--- src/rtl/hwrandom_stream.sv ---
// Entropy pipeline: raw ring-oscillator bits are synchronised, XOR-folded,
// health-tested, optionally von Neumann debiased, packed into bytes, buffered
// in a FIFO and streamed out over 8N1 UART.
// Optional feature macro: HWRANDOM_VON_NEUMANN_EN (von Neumann debiaser).
module hwrandom_stream #(
    parameter int unsigned NUM_CHANNELS       = 4,
    parameter int unsigned SAMPLE_DIV         = 8,
    parameter int unsigned FIFO_DEPTH         = 16,
    parameter int unsigned REP_LIMIT          = 32,
    parameter int unsigned comm_clk_frequency = 50_000_000,
    parameter int unsigned baud_rate          = 115200
) (
    input  logic                              clk,
    input  logic                              reset,
    input  logic [NUM_CHANNELS-1:0]           raw_bits,
    output logic                              TxD,
    output logic [31:0]                       disp_word,
    output logic                              health_fail,
    output logic [$clog2(FIFO_DEPTH+1)-1:0]   fifo_level,
    output logic [15:0]                       overflow_count
);

    localparam int unsigned BIT_CYCLES = comm_clk_frequency / baud_rate;
    localparam int unsigned DIV_W      = (SAMPLE_DIV > 1) ? $clog2(SAMPLE_DIV) : 1;
    localparam int unsigned REP_W      = $clog2(REP_LIMIT + 1);
    localparam int unsigned PTR_W      = $clog2(FIFO_DEPTH);
    localparam int unsigned LVL_W      = $clog2(FIFO_DEPTH + 1);
    localparam int unsigned BAUD_W     = (BIT_CYCLES > 1) ? $clog2(BIT_CYCLES) : 1;

    localparam logic [1:0] StIdle  = 2'd0;
    localparam logic [1:0] StStart = 2'd1;
    localparam logic [1:0] StData  = 2'd2;
    localparam logic [1:0] StStop  = 2'd3;

    // Two-flop synchroniser; left unreset so it keeps tracking the oscillators
    // through reset and the first post-reset sample is already meaningful.
    logic [NUM_CHANNELS-1:0] sync1_q, sync2_q;
    always_ff @(posedge clk) begin
        sync1_q <= raw_bits;
        sync2_q <= sync1_q;
    end

    logic s;
    assign s = ^sync2_q;

    // Sample strobe divider.
    logic [DIV_W-1:0] div_q;
    logic             strobe;
    assign strobe = (div_q == DIV_W'(SAMPLE_DIV - 1));

    always_ff @(posedge clk) begin
        if (reset)       div_q <= '0;
        else if (strobe) div_q <= '0;
        else             div_q <= div_q + 1'b1;
    end

    // Repetition-count health test next-state.
    logic [REP_W-1:0] rep_cnt_q, rep_cnt_d;
    logic             seen_q, seen_d, last_q, last_d;
    logic             fail_q, fail_d, trip, sample_ok;

    always_comb begin
        rep_cnt_d = rep_cnt_q;
        seen_d    = seen_q;
        last_d    = last_q;
        fail_d    = fail_q;
        trip      = 1'b0;
        if (strobe) begin
            seen_d = 1'b1;
            last_d = s;
            if (!seen_q || (s != last_q))                rep_cnt_d = REP_W'(1);
            else if (rep_cnt_q != REP_W'(REP_LIMIT))     rep_cnt_d = rep_cnt_q + 1'b1;
            if (rep_cnt_d == REP_W'(REP_LIMIT)) begin
                trip   = 1'b1;
                fail_d = 1'b1;
            end
        end
    end

    // The tripping sample itself is discarded as well.
    assign sample_ok = strobe && !fail_q && !trip;

    // Health-test state.
    always_ff @(posedge clk) begin
        if (reset) begin
            rep_cnt_q <= '0;
            seen_q    <= 1'b0;
            last_q    <= 1'b0;
            fail_q    <= 1'b0;
        end else begin
            rep_cnt_q <= rep_cnt_d;
            seen_q    <= seen_d;
            last_q    <= last_d;
            fail_q    <= fail_d;
        end
    end

    logic bit_valid, bit_val;

`ifdef HWRANDOM_VON_NEUMANN_EN
    logic vn_have_q, vn_first_q;

    // Pair register: hold the first sample, release it on the second.
    always_ff @(posedge clk) begin
        if (reset) begin
            vn_have_q  <= 1'b0;
            vn_first_q <= 1'b0;
        end else if (sample_ok) begin
            if (!vn_have_q) begin
                vn_have_q  <= 1'b1;
                vn_first_q <= s;
            end else begin
                vn_have_q  <= 1'b0;
            end
        end
    end

    // 10 -> 1, 01 -> 0: the emitted bit equals the first sample of the pair.
    assign bit_valid = sample_ok && vn_have_q && (vn_first_q != s);
    assign bit_val   = vn_first_q;
`else
    assign bit_valid = sample_ok;
    assign bit_val   = s;
`endif

    // Byte assembly, MSB first.
    logic [6:0]  sh_q;
    logic [2:0]  bitcnt_q;
    logic [31:0] disp_q;
    logic        byte_done;
    logic [7:0]  new_byte;

    assign byte_done = bit_valid && (bitcnt_q == 3'd7);
    assign new_byte  = {sh_q, bit_val};

    always_ff @(posedge clk) begin
        if (reset) begin
            sh_q     <= '0;
            bitcnt_q <= '0;
            disp_q   <= '0;
        end else if (bit_valid) begin
            sh_q     <= new_byte[6:0];
            bitcnt_q <= bitcnt_q + 1'b1;
            if (byte_done) disp_q <= {disp_q[23:0], new_byte};
        end
    end

    // FIFO control.
    logic [7:0]       mem_q [FIFO_DEPTH];
    logic [PTR_W-1:0] wptr_q, rptr_q;
    logic [LVL_W-1:0] level_q;
    logic [15:0]      ovf_q;
    logic [1:0]       state_q, state_d;
    logic             empty, full, pop, push_ok, drop;

    assign empty   = (level_q == '0);
    assign full    = (level_q == LVL_W'(FIFO_DEPTH));
    assign pop     = (state_q == StIdle) && !empty;
    assign push_ok = byte_done && (!full || pop);
    assign drop    = byte_done && full && !pop;

    // FIFO storage; validity is tracked by the pointers, so no reset needed.
    always_ff @(posedge clk) begin
        if (push_ok) mem_q[wptr_q] <= new_byte;
    end

    // FIFO pointers, level and overflow counter.
    always_ff @(posedge clk) begin
        if (reset) begin
            wptr_q  <= '0;
            rptr_q  <= '0;
            level_q <= '0;
            ovf_q   <= '0;
        end else begin
            if (push_ok) wptr_q <= wptr_q + 1'b1;
            if (pop)     rptr_q <= rptr_q + 1'b1;
            if (push_ok && !pop)      level_q <= level_q + 1'b1;
            else if (pop && !push_ok) level_q <= level_q - 1'b1;
            if (drop && (ovf_q != 16'hFFFF)) ovf_q <= ovf_q + 1'b1;
        end
    end

    // UART transmitter next-state.
    logic [BAUD_W-1:0] baud_q, baud_d;
    logic [2:0]        bit_q, bit_d;
    logic [7:0]        tx_q, tx_d;
    logic              baud_end;

    assign baud_end = (baud_q == BAUD_W'(BIT_CYCLES - 1));

    always_comb begin
        state_d = state_q;
        baud_d  = baud_q;
        bit_d   = bit_q;
        tx_d    = tx_q;
        case (state_q)
            StIdle: begin
                if (!empty) begin
                    state_d = StStart;
                    tx_d    = mem_q[rptr_q];
                    baud_d  = '0;
                end
            end
            StStart: begin
                if (baud_end) begin
                    state_d = StData;
                    baud_d  = '0;
                    bit_d   = '0;
                end else begin
                    baud_d  = baud_q + 1'b1;
                end
            end
            StData: begin
                if (baud_end) begin
                    baud_d = '0;
                    if (bit_q == 3'd7) state_d = StStop;
                    else               bit_d   = bit_q + 1'b1;
                end else begin
                    baud_d = baud_q + 1'b1;
                end
            end
            default: begin
                if (baud_end) begin
                    state_d = StIdle;
                    baud_d  = '0;
                end else begin
                    baud_d  = baud_q + 1'b1;
                end
            end
        endcase
    end

    // UART state.
    always_ff @(posedge clk) begin
        if (reset) begin
            state_q <= StIdle;
            baud_q  <= '0;
            bit_q   <= '0;
            tx_q    <= '0;
        end else begin
            state_q <= state_d;
            baud_q  <= baud_d;
            bit_q   <= bit_d;
            tx_q    <= tx_d;
        end
    end

    // Serial line level from the current FSM state.
    always_comb begin
        case (state_q)
            StStart: TxD = 1'b0;
            StData:  TxD = tx_q[bit_q];
            default: TxD = 1'b1;
        endcase
    end

    assign disp_word      = disp_q;
    assign health_fail    = fail_q;
    assign fifo_level     = level_q;
    assign overflow_count = ovf_q;

endmodule

--- config.mk ---
export PLATFORM = sky130hd
export DESIGN_NAME = hwrandom_stream
export DESIGN_NICKNAME = d
export VERILOG_FILES = /design/src/rtl/hwrandom_stream.sv
export SDC_FILE = /design/constraint.sdc
export NUM_CORES = 1
export LEC_CHECK = 0
export BUFFER_PORTS_ARGS = -buffer_cell sky130_fd_sc_hd__buf_2
export CELL_PAD_IN_SITES_DETAIL_PLACEMENT = 0
export CELL_PAD_IN_SITES_GLOBAL_PLACEMENT = 1
export CORE_MARGIN = 3
export CORE_UTILIZATION = 50
export DETAILED_ROUTE_END_ITERATION = 6
export PLACE_DENSITY_LB_ADDON = 0.1
export SLEW_MARGIN = 20
export SYNTH_ARGS = -nofsm -noshare
export SYNTH_HDL_FRONTEND = slang
export SYNTH_SLANG_ARGS = --single-unit
--- constraint.sdc ---
create_clock -name clk -period 5.3 [get_ports clk]
set_clock_uncertainty 0.05 [all_clocks]
set_input_delay 1.06 -clock clk [delete_from_list [all_inputs] [get_ports clk]]
set_output_delay 1.06 -clock clk [all_outputs]
set_load 0.03 [all_outputs]
## Word-level counts from Yosys, hierarchy flattened

Memories as Yosys holds them, arrays and structs flattened. A register that Yosys moved wholly into a read port is not among the register bits.
Index checks and enable logic that the tools add are counted.

- Register bits after elaboration: 105
- Output and inout bits: 55
- Input bits: 6
- Memory bits (writable): 128
- Word-level logic and storage cells: 102
- Memories: 1

- Muxes and demuxes: 25
- Bitwise gates (word level): 1
- Eq/ne operators: 16
- Add/sub/neg operators: 10
- Reduce and logical (&&, ||, !) cells: 31
- $lt $le $gt $ge: 1

Memory list:

| memory | words | width | read ports | clocked after Yosys merged registers in | write ports | line | source |
|---|---|---|---|---|---|---|---|
| mem_q | 16 | 8 | 1 | 1 | 1 | 149 | `logic [7:0] mem_q [FIFO_DEPTH];` |

Operators by type and width:

| cell | count |
|---|---|
| 2-to-1 mux 9 bit | 3 |
| 2-to-1 mux 6 bit | 3 |
| adder 16 x 1 -> 16 bit, second input constant | 1 |
| inequality test 16 bit, second input constant | 1 |
| logical AND 1 bit | 10 |
| 2-to-1 mux 2 bit | 5 |
| 2-to-1 mux 5 bit | 2 |
| inequality test 2 bit, second input constant | 5 |
| adder 3 x 1 -> 3 bit, second input constant | 3 |
| adder 9 x 1 -> 9 bit, second input constant | 1 |
| == test 3 bit, second input constant | 3 |
| == test 9 bit, second input constant | 1 |
| 2-to-1 mux 3 bit | 3 |
| adder 4 x 1 -> 4 bit, second input constant | 2 |
| logical NOT 1 bit | 7 |
| adder 6 x 1 -> 6 bit, second input constant | 1 |
| == test 6 bit, second input constant | 1 |
| inequality test 6 bit, second input constant | 1 |
| case mux 2 bit (3 select lines) | 1 |
| case mux 3 bit (2 select lines) | 1 |
| AND reduction 2 bit | 3 |
| nonzero test 2 bit | 3 |
| adder 5 x 1 -> 5 bit, second input constant | 1 |
| == test 5 bit, second input constant | 1 |
| other kinds (16) | 21 |

## Logic depth before layout (Yosys ltp)

- Depth after elaboration: 16
- Gate-level depth with buffers: 17

## Worst setup path before layout

No wires, ideal clock.

- Kind: register -> register
- Start point: reg div_q[0]
- End point: reg level_q[4] (netlist: fifo_level[4])
- Required time: 5122 ps
- Stages on the path, launching flop included: 17
- Slack: 1651 ps
- Setup time: 128 ps
- Arrival: 3471 ps
- Buffers on the path: 2
- Period minus slack after synthesis: 3649 ps
- Path through: dfxtp_1 > ha_1 > ha_1 > clkbuf_1 > nand3b_1 > or2_2 > a31oi_2 > clkbuf_1 > ha_1 > inv_1 > ha_1 > nor2b_1 > o21a_1 > or3_1 > a21oi_1 > xnor2_1 > nor2_1

- Longest elaborated chain between the ends: 9
- Elaborated cells between the ends (all ways): 12

Ends and longest elaborated chain:

| what | line | source |
|---|---|---|
| start, declared | 47 | `logic [DIV_W-1:0] div_q;` |
| start signal, assigned | 54 | `else div_q <= div_q + 1'b1;` |
| == test 3 bit * | 49 | `assign strobe = (div_q == DIV_W'(SAMPLE_DIV - 1));` |
| 2-to-1 mux 1 bit | 68 | `if (strobe) begin` |
| logical NOT 1 bit | 81 | `assign sample_ok = strobe && !fail_q && !trip;` |
| logical AND 1 bit * | 81 |  |
| logical AND 1 bit * | 133 | `assign byte_done = bit_valid && (bitcnt_q == 3'd7);` |
| logical AND 1 bit * | 159 | `assign push_ok = byte_done && (!full \|\| pop);` |
| named net push_ok | 154 | `logic empty, full, pop, push_ok, drop;` |
| logical NOT 1 bit | 178 | `else if (pop && !push_ok) level_q <= level_q - 1'b1;` |
| logical AND 1 bit | 178 |  |
| nonzero test 2 bit (no line) | n/a |  |
| end signal, assigned | 177 | `if (push_ok && !pop) level_q <= level_q + 1'b1;` |
| end signal, assigned | 178 |  |
| end, declared | 151 | `logic [LVL_W-1:0] level_q;` |

Mark *: on every way through the listed nets, which the timed path passes. The rest lies on a longest branch.
A chain may end at the register's enable or synchronous reset.

## Worst setup path in the final report

- Start point: reg rep_cnt_q[0]
- End point: reg level_q[4] (netlist: fifo_level[4])

- Longest elaborated chain between the ends: 14
- Elaborated cells between the ends (all ways): 17

Ends and longest elaborated chain:

| what | line | source |
|---|---|---|
| start, declared | 58 | `logic [REP_W-1:0] rep_cnt_q, rep_cnt_d;` |
| start signal, assigned | 91 | `rep_cnt_q <= rep_cnt_d;` |
| adder 6 x 1 -> 6 bit or inequality test 6 bit (tied branches) | 72 | `else if (rep_cnt_q != REP_W'(REP_LIMIT)) rep_cnt_d = rep_cnt_q + 1'b1;` |
| 2-to-1 mux 6 bit * | 72 |  |
| 2-to-1 mux 6 bit * | 71 | `if (!seen_q \|\| (s != last_q)) rep_cnt_d = REP_W'(1);` |
| 2-to-1 mux 6 bit * | 68 |  |
| == test 6 bit * | 73 | `if (rep_cnt_d == REP_W'(REP_LIMIT)) begin` |
| 2-to-1 mux 1 bit * | 73 |  |
| 2-to-1 mux 1 bit * | 68 |  |
| logical NOT 1 bit * | 81 |  |
| logical AND 1 bit * | 81 |  |
| logical AND 1 bit * | 133 |  |
| logical AND 1 bit * | 159 |  |
| logical NOT 1 bit | 178 |  |
| logical AND 1 bit | 178 |  |
| nonzero test 2 bit (no line) | n/a |  |

Every way passes the cells marked *; elsewhere a longest branch is shown, timed or not. The select of a mux whose other input is x is not followed.

==> metrics <==
RSZ-0062 raised after global routing=false; PostCTS Resize Cnt=0; root buf cell=clkbuf_16; drt initial violations=approximately 340; row cnt=51; Synth Flop Type=edfxtp_1; Via-to-Cell Ratio=5.46; Initial Utilization=0.512; number of global-route vias before repair=6003; Synth warnings=0; Worst-Skew Late Latency=0.52 ns; Post-synth EDFFs=128; Seq cells post-synth=241; synth unique cells=between 60 and 70; leading area contributor after synthesis=edfxtp_1; top cell type's share of synthesized area=0.383; Worst EP required=roughly 5.6 ns; setup TNS=0 ns; die span in y=148 um; pin count of the biggest net entering global routing=110; CP Launch Type=register; clock-pin slew on the worst setup and hold paths=roughly 0.06 ns; kind of critical path=register to register; CTS hold repair buffers=0; Synth Cell Area=10000 sq um; area grow syn2layout=13.5%; core region area=19600 sq um; cell mode on critical path=ha_1; drt first pass iters=5; number of H-tree levels=1; Final Routed Wirelength=18.9 mm; worst min path class=register to register; die width=around 150 um; antenna cell count=0; worst vdd rail ir drop=0.286 mV; Clock Sinks=241; Num CTS Buffers=25; Die ar.=around 22000 sq um; worst slew pin tran=0.974 ns; routed vias=5863; initial antenna violation count=0; gr usage total=0.177; number of max-cap violations=0; critical path, cell by cell=inv_1, ha_1, nand3b_1, nor3_2, o41ai_4, a31oi_2, ha_1, inv_1, ha_1, nor2b_1, o21a_1, or3_1, a21oi_1, xnor2_1, nor2_1; Final HPWL DP=12.5 mm; post-synthesis cell count=739; Power Density=416 nW/um^2; share of layout cells above drive strength 1=0.209; Post-Syn Area per Cell=13.6 sq um; CP max stage cell=o41ai_4; synth top area cells=edfxtp_1, dfxtp_1, mux4_2; Final ANT Viol Nets=0; # Post-CTS Setup Buffers=0; slew margin rel.=0.350; total power=around 0.0047 W; Worst path max stage delay=0.61 ns; Setup WS post-layout=between 1 and 1.5 ns; grt ovf=0; Max Buffers Root-to-Sink=3; leakage=approximately 4.3 nW; WP data arrival=~4.4 ns; crit path max fanout=18; Seq/Total Area, Yosys=0.609; hold slack=approximately 0.28 ns; status=finished clean; CTS tree=built; setup violators final=0; fmax=0.247 GHz; per-cell routed wire length=17.6 um; final period utilization=0.765; num ports=61; Tmin final=4.06 ns; Async S/R FF share, synth=0; Net Count, Synth=770; drt drc=0; Final Wtd Congestion=0.751; I/O Buffers=60; Final Hold Fails=0; dpl ws=1.28 ns; max-slew violations=0; NumNets Final=slightly above 800; first-pass GRT wire length=31.6 mm; CP endpoint kind=register
## where the power goes
part	internal, W	switching, W	total (W)
Sequential	0.00202	0.0000943	0.00212
Combinational	0.000388	0.000452	0.000839
Clock	0.00108	0.000702	0.00178
Total	0.00349	0.00125	0.00474
## per-stage QoR
step,instance area (sq um),std cells,util
4_1_cts,11400,1073,0.581
3_3_place_gp,10500,1026,0.537
3_5_place_dp,10500,1027,0.538
6_report,11400,1073,0.581
5_1_grt,11400,1073,0.581
2_1_floorplan,10000,739,-
## synthesized netlist by cell type, drive strengths merged, types with 2 or more instances
| cell | count |
|---|---|
| nand2b | 7 |
| o21a | 2 |
| edfxtp | 128 |
| nand3b | 4 |
| a21oi | 34 |
| buf | 14 |
| a31o | 2 |
| clkbuf | 26 |
| nand3 | 15 |
| a211oi | 6 |
| mux2 | 7 |
| ha | 24 |
| and2 | 9 |
| o21ai | 12 |
| and3 | 20 |
| a31oi | 4 |
| nor3b | 6 |
| mux4 | 42 |
| a311oi | 3 |
| or4 | 2 |
| dfxtp | 113 |
| o31ai | 3 |
| nor3 | 6 |
| o41ai | 3 |
| xnor2 | 12 |
| and4 | 2 |
| or3 | 5 |
| inv | 16 |
| xor2 | 6 |
| a22o | 2 |
| nand2 | 30 |
| nor2 | 91 |
| nand4 | 6 |
| o21ba | 2 |
| nor2b | 16 |
| mux2i | 44 |
## cells by family (layout without fill, tap and decap cells)
kind of cell / count (synthesis) / count (layout) / share of synthesized area
AO/OA/AOI/OAI: 79 / 79 / 0.0562
XOR/XNOR: 20 / 20 / 0.0214
adder cells (fa/ha/maj): 25 / 25 / 0.0319
buffers and inverters: 56 / 125 / 0.0229
flip-flops: 241 / 241 / 0.609
multiplexers: 93 / 93 / 0.146
AND/OR/NAND/NOR: 225 / 225 / 0.113
## cells in the final DEF (no fill, tap or decap), types with 3 or more instances in the layout
cell / n
a211oi_1: 6
a21oi_1: 34
a31oi_1: 3
and2_1: 9
and3_1: 20
buf_2: 59
buf_4: 3
bufinv_16: 3
clkbuf_1: 6
clkbuf_16: 25
clkbuf_8: 4
clkinv_1: 3
clkinv_2: 3
dfxtp_1: 111
edfxtp_1: 128
ha_1: 24
inv_1: 16
mux2_2: 7
mux2i_1: 44
mux4_2: 42
nand2_1: 30
nand2b_1: 7
nand3_1: 15
nand3b_1: 4
nand4_1: 6
nor2_1: 91
nor2b_1: 16
nor3_1: 4
nor3b_1: 5
o21ai_0: 11
o31ai_1: 3
or3_1: 5
xnor2_1: 11
xor2_1: 6
## critical path: cells and delay by family, from the launching register on
kind,cells,cell delay (ns)
AO/OA/AOI/OAI,4,1.43
adder cells (fa/ha/maj),3,0.86
AND/OR/NAND/NOR,5,0.77
flip-flops,1,0.40
buffers and inverters,2,0.27
XOR/XNOR,1,0.13
## registers in the layout, summed over array words and instances (netlist names), 5 cells and up
name            cells
overflow_count     16
fifo_level          5
disp_word          32
rep_cnt_q           6
mem_q             128
tx_q                8
sh_q                7
baud_q              9
## path summary, 6_finish.rpt
check,from,endpoint,slack [ns],cells past startpoint
max,rep_cnt_q[0],fifo_level[4],1.24,15
min,sync1_q[1],sync2_q[1],0.28,0
max reg2reg,rep_cnt_q[0],fifo_level[4],1.24,15
min reg2reg,sync1_q[1],sync2_q[1],0.28,0
## cell type report
class / count / area (sq um)
fillers: 1592 / 8200
flip-flops and latches: 241 / 6110
multi-input cells: 442 / 3710
clock buffers: 35 / 703
well taps: 265 / 332
repair buffers: 63 / 329
clock inverters: 11 / 148
inverters: 16 / 60.1
## layer usage
| metal | track usage | routed length (um) | vias up |
|---|---|---|---|
| li1 | - | - | 2837 |
| met1 | 0.244 | 8450 | 2893 |
| met2 | 0.302 | 9300 | 109 |
| met3 | 0.0310 | 823 | 24 |
| met4 | 0.0331 | 283 | 0 |
| met5 | 0 | 0 | - |
Power figures use the tool's default switching activity.
